===== config.mk =====
export PLATFORM = sky130hd
export DESIGN_NAME = vidmode_lock_ctrl
export DESIGN_NICKNAME = d
export VERILOG_FILES = /design/src/rtl/vidmode_lock_ctrl_pkg.sv /design/src/rtl/vidmode_lock_ctrl.sv
export SDC_FILE = /design/constraint.sdc
export NUM_CORES = 1
export LEC_CHECK = 0
export BUFFER_PORTS_ARGS = -buffer_cell sky130_fd_sc_hd__buf_2
export CELL_PAD_IN_SITES_DETAIL_PLACEMENT = 2
export CELL_PAD_IN_SITES_GLOBAL_PLACEMENT = 2
export CORE_MARGIN = 2
export CORE_UTILIZATION = 32
export CTS_CLUSTER_DIAMETER = 120
export DETAILED_ROUTE_END_ITERATION = 6
export PLACE_DENSITY = 0.8
export SLEW_MARGIN = 0
export SYNTH_ARGS = -nofsm -noshare
export SYNTH_HDL_FRONTEND = slang
export SYNTH_SLANG_ARGS = --single-unit
export TNS_END_PERCENT = 20

===== constraint.sdc =====
create_clock -name i_clk -period 3.1 [get_ports i_clk]
set_clock_uncertainty 0.1 [all_clocks]
set_input_delay 0.155 -clock i_clk [delete_from_list [all_inputs] [get_ports i_clk]]
set_output_delay 0.155 -clock i_clk [all_outputs]
set_load 0.005 [all_outputs]

===== src/rtl/vidmode_lock_ctrl_pkg.sv =====
// Shared video definitions for the mode-lock controller: the state encoding
// seen on o_state and the default widths of mode dimensions and counters.
package vidmode_lock_ctrl_pkg;

    localparam int VID_LGDIM    = 16;
    localparam int VID_LGSTABLE = 4;
    localparam int VID_LGLOST   = 16;

    typedef enum logic [1:0] {
        ST_IDLE    = 2'd0,
        ST_QUALIFY = 2'd1,
        ST_RUN     = 2'd2,
        ST_STOP    = 2'd3
    } vid_lock_state_e;

endpackage


===== src/rtl/vidmode_lock_ctrl.sv =====
// Video mode lock controller. Watches the sync measurer and waits for a run of
// identical locked frames, then latches the mode and opens the pixel stream.
// Lock loss or a mode change while streaming closes the gate, counts the loss
// and raises an interrupt. A software disable lets the frame in flight finish.
module vidmode_lock_ctrl
    import vidmode_lock_ctrl_pkg::*;
#(
    parameter int LGDIM    = VID_LGDIM,
    parameter int LGSTABLE = VID_LGSTABLE
) (
    input  logic                i_clk,
    input  logic                i_reset,
    input  logic                i_cfg_enable,
    input  logic [LGSTABLE-1:0] i_cfg_frames,
    input  logic                i_locked,
    input  logic [LGDIM-1:0]    i_width,
    input  logic [LGDIM-1:0]    i_height,
    input  logic [LGDIM-1:0]    i_raw_width,
    input  logic [LGDIM-1:0]    i_raw_height,
    input  logic                i_frame_end,
    output logic                o_stream_en,
    output logic                o_mode_valid,
    output logic [LGDIM-1:0]    o_width,
    output logic [LGDIM-1:0]    o_height,
    output logic [LGDIM-1:0]    o_raw_width,
    output logic [LGDIM-1:0]    o_raw_height,
    output logic                o_int_change,
    output logic [15:0]         o_lost_count,
    output logic [1:0]          o_state
);

    localparam logic [LGSTABLE-1:0]   CNT_MAX  = {LGSTABLE{1'b1}};
    localparam logic [LGSTABLE-1:0]   CNT_ONE  = LGSTABLE'(1);
    localparam logic [VID_LGLOST-1:0] LOST_MAX = {VID_LGLOST{1'b1}};

    vid_lock_state_e state_q, state_d;

    logic [LGSTABLE-1:0]   cnt_q, cnt_d;

    logic [LGDIM-1:0]      snap_w_q, snap_w_d;
    logic [LGDIM-1:0]      snap_h_q, snap_h_d;
    logic [LGDIM-1:0]      snap_rw_q, snap_rw_d;
    logic [LGDIM-1:0]      snap_rh_q, snap_rh_d;

    logic [LGDIM-1:0]      mode_w_q, mode_w_d;
    logic [LGDIM-1:0]      mode_h_q, mode_h_d;
    logic [LGDIM-1:0]      mode_rw_q, mode_rw_d;
    logic [LGDIM-1:0]      mode_rh_q, mode_rh_d;

    logic                  stream_en_q, stream_en_d;
    logic                  mode_valid_q, mode_valid_d;
    logic                  int_change_q, int_change_d;
    logic [VID_LGLOST-1:0] lost_q, lost_d;

    logic                  snap_match;
    logic                  mode_match;
    logic                  lose_lock;
    logic [LGSTABLE-1:0]   cnt_bump;
    logic [LGSTABLE-1:0]   qual_cnt;
    logic [LGSTABLE-1:0]   cfg_thresh;
    logic [VID_LGLOST-1:0] lost_bump;

    // Incoming mode against the qualification snapshot and the latched mode.
    assign snap_match = (i_width     == snap_w_q)  && (i_height     == snap_h_q) &&
                        (i_raw_width == snap_rw_q) && (i_raw_height == snap_rh_q);
    assign mode_match = (i_width     == mode_w_q)  && (i_height     == mode_h_q) &&
                        (i_raw_width == mode_rw_q) && (i_raw_height == mode_rh_q);

    // While streaming, either lock loss or a drifted mode ends the run.
    assign lose_lock  = !i_locked || !mode_match;

    // Stable counter never wraps; a changed mode restarts the run at one frame.
    assign cnt_bump   = (cnt_q == CNT_MAX) ? cnt_q : cnt_q + CNT_ONE;
    assign qual_cnt   = snap_match ? cnt_bump : CNT_ONE;

    // A zero frame requirement behaves like one frame.
    assign cfg_thresh = (i_cfg_frames == '0) ? CNT_ONE : i_cfg_frames;

    assign lost_bump  = (lost_q == LOST_MAX) ? lost_q : lost_q + VID_LGLOST'(1);

    // Next-state and registered-output decisions; lock loss outranks disable,
    // which outranks frame end.
    always_comb begin
        state_d      = state_q;
        cnt_d        = cnt_q;
        snap_w_d     = snap_w_q;
        snap_h_d     = snap_h_q;
        snap_rw_d    = snap_rw_q;
        snap_rh_d    = snap_rh_q;
        mode_w_d     = mode_w_q;
        mode_h_d     = mode_h_q;
        mode_rw_d    = mode_rw_q;
        mode_rh_d    = mode_rh_q;
        stream_en_d  = stream_en_q;
        mode_valid_d = mode_valid_q;
        int_change_d = 1'b0;
        lost_d       = lost_q;

        case (state_q)
            ST_IDLE: begin
                if (i_cfg_enable) begin
                    state_d = ST_QUALIFY;
                    cnt_d   = '0;
                end
            end

            ST_QUALIFY: begin
                if (!i_cfg_enable) begin
                    state_d = ST_IDLE;
                end else if (i_frame_end) begin
                    if (i_locked) begin
                        cnt_d = qual_cnt;
                        if (!snap_match) begin
                            snap_w_d  = i_width;
                            snap_h_d  = i_height;
                            snap_rw_d = i_raw_width;
                            snap_rh_d = i_raw_height;
                        end
                        // The snapshot after this frame always equals the
                        // incoming mode, so the incoming mode is latched.
                        if (qual_cnt >= cfg_thresh) begin
                            mode_w_d     = i_width;
                            mode_h_d     = i_height;
                            mode_rw_d    = i_raw_width;
                            mode_rh_d    = i_raw_height;
                            stream_en_d  = 1'b1;
                            mode_valid_d = 1'b1;
                            int_change_d = 1'b1;
                            state_d      = ST_RUN;
                        end
                    end else begin
                        cnt_d = '0;
                    end
                end
            end

            ST_RUN: begin
                if (lose_lock) begin
                    stream_en_d  = 1'b0;
                    mode_valid_d = 1'b0;
                    int_change_d = 1'b1;
                    lost_d       = lost_bump;
                    cnt_d        = '0;
                    state_d      = ST_QUALIFY;
                end else if (!i_cfg_enable) begin
                    state_d = ST_STOP;
                end
            end

            ST_STOP: begin
                if (lose_lock) begin
                    stream_en_d  = 1'b0;
                    mode_valid_d = 1'b0;
                    int_change_d = 1'b1;
                    lost_d       = lost_bump;
                    cnt_d        = '0;
                    state_d      = ST_IDLE;
                end else if (i_frame_end) begin
                    stream_en_d  = 1'b0;
                    mode_valid_d = 1'b0;
                    state_d      = ST_IDLE;
                end
            end

            default: begin
                state_d = ST_IDLE;
            end
        endcase
    end

    // State and output registers with synchronous reset to an all-clear idle.
    always_ff @(posedge i_clk) begin
        if (i_reset) begin
            state_q      <= ST_IDLE;
            cnt_q        <= '0;
            snap_w_q     <= '0;
            snap_h_q     <= '0;
            snap_rw_q    <= '0;
            snap_rh_q    <= '0;
            mode_w_q     <= '0;
            mode_h_q     <= '0;
            mode_rw_q    <= '0;
            mode_rh_q    <= '0;
            stream_en_q  <= 1'b0;
            mode_valid_q <= 1'b0;
            int_change_q <= 1'b0;
            lost_q       <= '0;
        end else begin
            state_q      <= state_d;
            cnt_q        <= cnt_d;
            snap_w_q     <= snap_w_d;
            snap_h_q     <= snap_h_d;
            snap_rw_q    <= snap_rw_d;
            snap_rh_q    <= snap_rh_d;
            mode_w_q     <= mode_w_d;
            mode_h_q     <= mode_h_d;
            mode_rw_q    <= mode_rw_d;
            mode_rh_q    <= mode_rh_d;
            stream_en_q  <= stream_en_d;
            mode_valid_q <= mode_valid_d;
            int_change_q <= int_change_d;
            lost_q       <= lost_d;
        end
    end

    assign o_stream_en  = stream_en_q;
    assign o_mode_valid = mode_valid_q;
    assign o_width      = mode_w_q;
    assign o_height     = mode_h_q;
    assign o_raw_width  = mode_rw_q;
    assign o_raw_height = mode_rh_q;
    assign o_int_change = int_change_q;
    assign o_lost_count = lost_q;
    assign o_state      = state_q;

endmodule


==> results of run 1 <==
-- synthesized netlist by cell type (all sizes together), types with 2 or more instances --
library cell / n
mux2: 8
a21o: 2
inv: 16
xor2: 5
o22ai: 4
and3: 3
or4: 4
nor3: 8
nand4: 51
a22o: 3
xnor2: 106
o21ai: 4
nand2: 144
or3: 5
o2111ai: 2
and4: 2
nor2: 85
a21oi: 76
ha: 6
o31ai: 5
buf: 17
nand3: 11
nor4: 16
mux2i: 66
dfxtp: 152
clkbuf: 27
nor2b: 9
nand2b: 28
-- worst max-delay path by stage --
stage | start | to | slack [ns] | depth (start not counted)
after floorplan | snap_rh_q[11] | o_raw_width[15] | 0.22 | 15
final | snap_w_q[11] | o_raw_height[2] | -0.78 | 18
after global placement | snap_rw_q[0] | o_width[1] | -0.38 | 16
after global routing | snap_w_q[11] | o_raw_height[2] | -0.83 | 18
after detailed placement | snap_rw_q[0] | o_height[11] | -0.67 | 16
after CTS | snap_rh_q[7] | o_width[0] | -0.37 | 19
-- sequential cells by signal (all words and copies together) (netlist names), 4 cells and up --
register / count
o_raw_height: 16
o_width: 16
snap_w_q: 16
snap_rh_q: 16
o_lost_count: 16
snap_h_q: 16
cnt_q: 4
o_height: 16
o_raw_width: 16
snap_rw_q: 16
-- through the flow --
step,hold slack (ns),instances,total power [W],instance area (um2)
finish,0.005554,1450,0.004687,10670
detailed placement,0.3619,1395,0.002468,9281
global route,0.01742,1449,0.004795,10660
CTS,0.004593,1445,0.004599,10340
global placement,0.3473,1395,0.002455,9281
floorplan,0.1910,876,0.002202,7490
-- power breakdown --
part | internal, W | switching [W]
clock | 0.00119 | 0.000987
sequential | 0.00197 | 0.0000168
combinational | 0.000213 | 0.000314
total | 0.00337 | 0.00132
-- area by class of cell --
| type | instances | share of cell area |
|---|---|---|
| Antenna cell | 1 | 0.0002346 |
| Timing Repair Buffer | 273 | 0.1897 |
| Multi-Input combinational cell | 664 | 0.4280 |
| Inverter | 16 | 0.005630 |
| Sequential cell | 152 | 0.2857 |
| Clock inverter | 14 | 0.01408 |
| Tap cell | 313 | 0.03672 |
| Clock buffer | 17 | 0.03988 |
-- critical path, cell delays in order (launching register included) --
cell and delay, ns:
dfxtp_1 0.34, xnor2_1 0.37, nand4_1 0.22, nor4_2 0.35, buf_4 0.16, nand4_1 0.16
buf_6 0.20, nor2_4 0.11, ha_4 0.21, nand2b_4 0.13, a21o_1 0.17, a21o_1 0.17
a21oi_2 0.16, buf_4 0.13, or2_4 0.19, buf_12 0.17, clkbuf_16 0.15, nand2_1 0.07
a21oi_1 0.21
-- per-layer routing --
layer | vias up | global-route usage
li1 | 3500 | -
met1 | 4093 | 0.3552
met2 | 380 | 0.5459
met3 | 153 | 0.05424
met4 | 0 | 0.1394
met5 | - | 0
-- timing repair --
item	CTS	global route
setup buffers	10	1
pin swaps	52	27
resized for setup	54	59
hold endpoints to repair	9	0
hold buffers	5	0
gates cloned	5	3
setup endpoints to repair	68	68
-- kinds of logic (layout without fill, tap and decap cells) --
logic type / Yosys count / count (layout) / synth area share
xor gates and xnor gates: 111 / 111 / 0.1298
AOI/OAI and AO/OA: 103 / 103 / 0.07768
and+or+nand+nor: 370 / 370 / 0.2361
buffers and inverters: 60 / 320 / 0.03993
muxes: 74 / 74 / 0.1002
other: 0 / 1 / 0
adders and majority gates: 6 / 6 / 0.01002
DFF: 152 / 152 / 0.4063
==> results.toml, run 1 <==
[clocking]
clk_latency_ns = 0.45
cts_root_buf = "clkbuf_16"
clock_sinks = 152
clock_path_buffers = 2
cts_tree = "built"
clk_pin_slew_worst_paths_ns = 0.07
cts_inserted_buffers = 17
htreeDepth = 4

[timing]
worst_slack_ns = -0.7781
post-route-min-period_ns = 3.878
rsz0062_at_grt = "true"
hold_violations = 0
slew_violations = 0
setup_viol = 71
fmax_mhz = 257.9
worst_pin_slew_ns = 0.6933
slew_headroom = 0.5378
fin_crit_sh = 1.251
setup_tns_ns = -42.65

[detailed_routing]
top_layer = "met4"
drt_iter0_drc = 705
via_per_inst = 5.604
detail-route-antenna-nets = 0
wl_um = 41470
drc = 0
dr.pass1.iters = 5
wl_per_cell_um = 28.60
wl_met1_um = 15630
met2_length_um = 20880
wl_met3_um = 2573
vias = 8126

[hold_path]
min_from = "i_height[11]"
worstHoldPathCells = 4
min_to = "snap_h_q[11]"
min_path_type = "input pin to register"

[yosys]
ys.flop_type = "dfxtp_1"
synth_top_area_cell = "dfxtp_1"
yosysWarnings = 0
ys_types = 47
synth_edf_count = 0
synth_area_leaders = "dfxtp_1 (41%), xnor2_1 (12%), mux2i_1 (8.8%), nand2_1 (7.2%), a21oi_1 (5.1%)"
synth_nets = 955
ys_seq_area_frac = 0.4063
synth-seq-cells = 152
synth_top_area_frac = 0.4063
netlist_area_mm2 = 0.007490
synthCells = 876
synth-async-reset-ratio = 0
syn-mean-instance-area_um2 = 8.550

[die]
die_y_um = 157.0
ioPinCount = 158
start_util = 0.3288
die_w_um = 157.0
dieArea_mm2 = 0.02464
core-area_mm2 = 0.02278
rows = 55

[final_layout]
utilization = 0.4683
regArea_mm2 = 0.003048
nNetsFinal = 1203
layout_commonest_cell = "buf_2"
multiInputGateArea_mm2 = 0.004566
layout_common_cells = "buf_2 (156), dfxtp_1 (150), nand2_1 (116), xnor2_1 (101), buf_4 (86)"
drive_gt1_frac = 0.3495
area_growth_pct = 42.42
fill_cells = 2425

[worst_setup_path]
critPathArrivalTime_ns = 4.14
reg2reg_slack_ns = -0.78
rr_endpoint = "o_raw_height[2]"
crit-reg2reg-launch = "snap_w_q[11]"
end_kind = "register"
reg2reg_depth = 18
worstSetupPathType = "register to register"
critPathLaunchType = "register"
cp_max_fo = 4
cp_data_required_time_ns = 3.36

[power_and_ir_drop]
vdd_ir_drop_max_v = 0.0003049
p_per_area_mw_per_mm2 = 439.4
p_leak_nw = 4.591

[status]
status = "finished, violations left"
violations = "negative setup slack"

[job]
maxCapViolCount = 0

[global_routing]
grt_first_pass_wirelength_um = 55820
groute.usage.overall = 0.3057
grt_max_degree = 56
grt_pass1_vias = 8743
antenna_found_initial = 1
gr-total-overflow = 0

[placement]
place_ws_ns = -0.6708
portBuffers = 157
dpl.hpwl_um = 22400
gp_congestion = 0.8840
Power figures use the tool's default switching activity.
==> run 2, diff against run 1 <==
Settings changed: CORE_MARGIN 2 to 5, CTS_CLUSTER_SIZE set to 40, RECOVER_POWER set to 100.
==> run 2 against run 1 <==
  * The run ends with negative hold slack, negative setup slack left
  * Hold slack got worse by 0.016 ns
  * Fmax increased by 3.8%
  * Sequential cell count unchanged
  * Critical path depth decreased by 2
  * Total power decreased by 1.7%
  * Sequential power about the same
  * Clock power decreased by 3%
  * Cell count decreased by 0.21%
  * Critical endpoint is now o_width[3]
  * Largest cell class unchanged
  * Highest routed layer unchanged
==> results.toml, run 2 (synthesized netlist as in run 1, its figures left out) <==
[die]
ioPinCount = 158
core-area_mm2 = 0.02326
rows = 56
die_w_um = 163.0
dieArea_mm2 = 0.02656
start_util = 0.3220
die_y_um = 163.0

[detailed_routing]
vias = 7842
wl_per_cell_um = 26.20
drc = 0
detail-route-antenna-nets = 0
via_per_inst = 5.419
drt_iter0_drc = 453
dr.pass1.iters = 5
wl_um = 37920

[timing]
setup_viol = 68
worst_slack_ns = -0.6363
slew_headroom = 0.5432
worst_pin_slew_ns = 0.6852
slew_violations = 0
post-route-min-period_ns = 3.736
fmax_mhz = 267.6
hold_violations = 1
rsz0062_at_grt = "true"
holdWs_ns = -0.01087
fin_crit_sh = 1.205
setup_tns_ns = -37.61

[hold_path]
min_path_type = "input pin to register"
min_to = "snap_rh_q[14]"
min_from = "i_raw_height[14]"
worstHoldPathCells = 3

[clocking]
cts_tree = "built"
clk_pin_slew_worst_paths_ns = 0.07
clock_path_buffers = 2
clk_latency_ns = 0.45
clock_sinks = 152
htreeDepth = 4
cts_inserted_buffers = 17
cts_root_buf = "clkbuf_16"

[global_routing]
grt_max_degree = 95
gr-total-overflow = 0
groute.usage.overall = 0.2804
grt_pass1_vias = 8944
antenna_found_initial = 0
grt_first_pass_wirelength_um = 56060

[worst_setup_path]
critPathLaunchType = "register"
reg2reg_depth = 16
critPathArrivalTime_ns = 4.02
cp_data_required_time_ns = 3.38
rr_endpoint = "o_width[3]"
cp_max_fo = 6
crit-reg2reg-launch = "snap_rh_q[0]"
reg2reg_slack_ns = -0.64
end_kind = "register"
worstSetupPathType = "register to register"

[placement]
gp_congestion = 0.8706
dpl.hpwl_um = 22740
portBuffers = 157

[final_layout]
area_growth_pct = 37.39
layout_commonest_cell = "dfxtp_1"
drive_gt1_frac = 0.2713
nNetsFinal = 1194
layout_common_cells = "dfxtp_1 (148), nand2_1 (121), xnor2_1 (100), buf_2 (99), nor2_1 (80)"
diodes = 0
fill_cells = 2630

[power_and_ir_drop]
vdd_ir_drop_max_v = 0.0003904
swShare = 0.2687
clkPwrFrac = 0.459
p_int_w = 0.003369
power_w = 0.004606
pwr-share-seq = 0.431
p_sw_w = 0.001238
p_leak_nw = 4.177
p_per_area_mw_per_mm2 = 447.7
p_comb_frac = 0.110

[status]
violations = "negative hold slack, negative setup slack"
status = "finished, violations left"

[job]
maxCapViolCount = 0
==> run 2: cell count changes in the layout (fill, tap and decap cells not counted), moves of 5 or more <==
cell and delta:
buf_4 -12, a21oi_1 +13, dlygate4sd3_1 +12, buf_2 -57, a21oi_2 -13, clkbuf_1 +57, nand2_1 +5, nand2_4 -9
==> run 2: final cells by class <==
type / instances / area (um2) / area share
Inverter: 16 / 60.06 / 0.005837
Clock inverter: 10 / 92.59 / 0.008998
Multi-Input combinational cell: 664 / 4453 / 0.4328
Tap cell: 319 / 399.1 / 0.03879
Timing Repair Buffer: 264 / 1753 / 0.1704
Sequential cell: 152 / 3048 / 0.2962
Clock buffer: 22 / 484.2 / 0.04706
==> run 2: how the worst max path moves through the flow <==
stage	from	end	slack [ns]	depth (start not counted)
6_report	snap_rh_q[0]	o_width[3]	-0.64	16
5_1_grt	snap_h_q[4]	o_raw_width[8]	-0.68	17
4_1_cts	snap_w_q[11]	o_height[7]	-0.41	16
3_5_place_dp	snap_rw_q[0]	o_raw_width[9]	-0.66	15
3_3_place_gp	snap_rw_q[0]	o_width[2]	-0.53	16
2_1_floorplan	snap_rh_q[11]	o_raw_width[15]	0.22	15
==> run 2: worst max-delay path, stage by stage (launching register included) <==
cell      delay [ns]
dfxtp_1         0.33
xnor2_1         0.23
buf_4           0.18
nand4_1         0.19
nor4_2          0.40
nand4_1         0.30
nor2_2          0.21
ha_1            0.24
nand2b_4        0.13
a21o_1          0.17
a21o_1          0.18
a21oi_2         0.21
or2_4           0.28
buf_12          0.15
buf_16          0.12
nand2_2         0.07
a21oi_2         0.16
==> run 2: power by group through the flow <==
stage | Combinational, W | Sequential [W] | Clock, W
after floorplan | 0.000180 | 0.00202 | 0
after detailed placement | 0.000432 | 0.00203 | 0
after global placement | 0.000423 | 0.00202 | 0
after CTS | 0.000476 | 0.00198 | 0.00211
after global routing | 0.000525 | 0.00198 | 0.00222
final | 0.000506 | 0.00198 | 0.00212
==> run 2: timing repair <==
item | 4_1_cts | 5_1_grt
hold buffers | 16 | 1
gates resized for setup | 45 | 38
pin swaps | 45 | 21
hold endpoints to repair | 25 | 1
cloned | 2 | 1
setup endpoints to repair | 68 | 78
setup buffers | 3 | 2
==> run 2: per-layer routing <==
layer,wire length [um],part of all wire,vias up,global-route usage
met3,1674,0.044,116,0.06252
met2,18830,0.50,303,0.4906
li1,-,-,3477,-
met1,15240,0.40,3946,0.3224
met5,0,0,-,0
met4,2172,0.057,0,0.1380
==> run 2: metrics by stage <==
step	instances	util	hold slack (ns)	area [um2]	setup slack (ns)
floorplan	876	-	0.1910	7490	0.2211
global placement	1391	0.3950	0.3442	9189	-0.5344
detailed placement	1391	0.3950	0.3507	9189	-0.6596
CTS	1444	0.4386	0.0006777	10200	-0.4095
global route	1447	0.4423	0.006087	10290	-0.6839
finish	1447	0.4423	-0.01087	10290	-0.6363
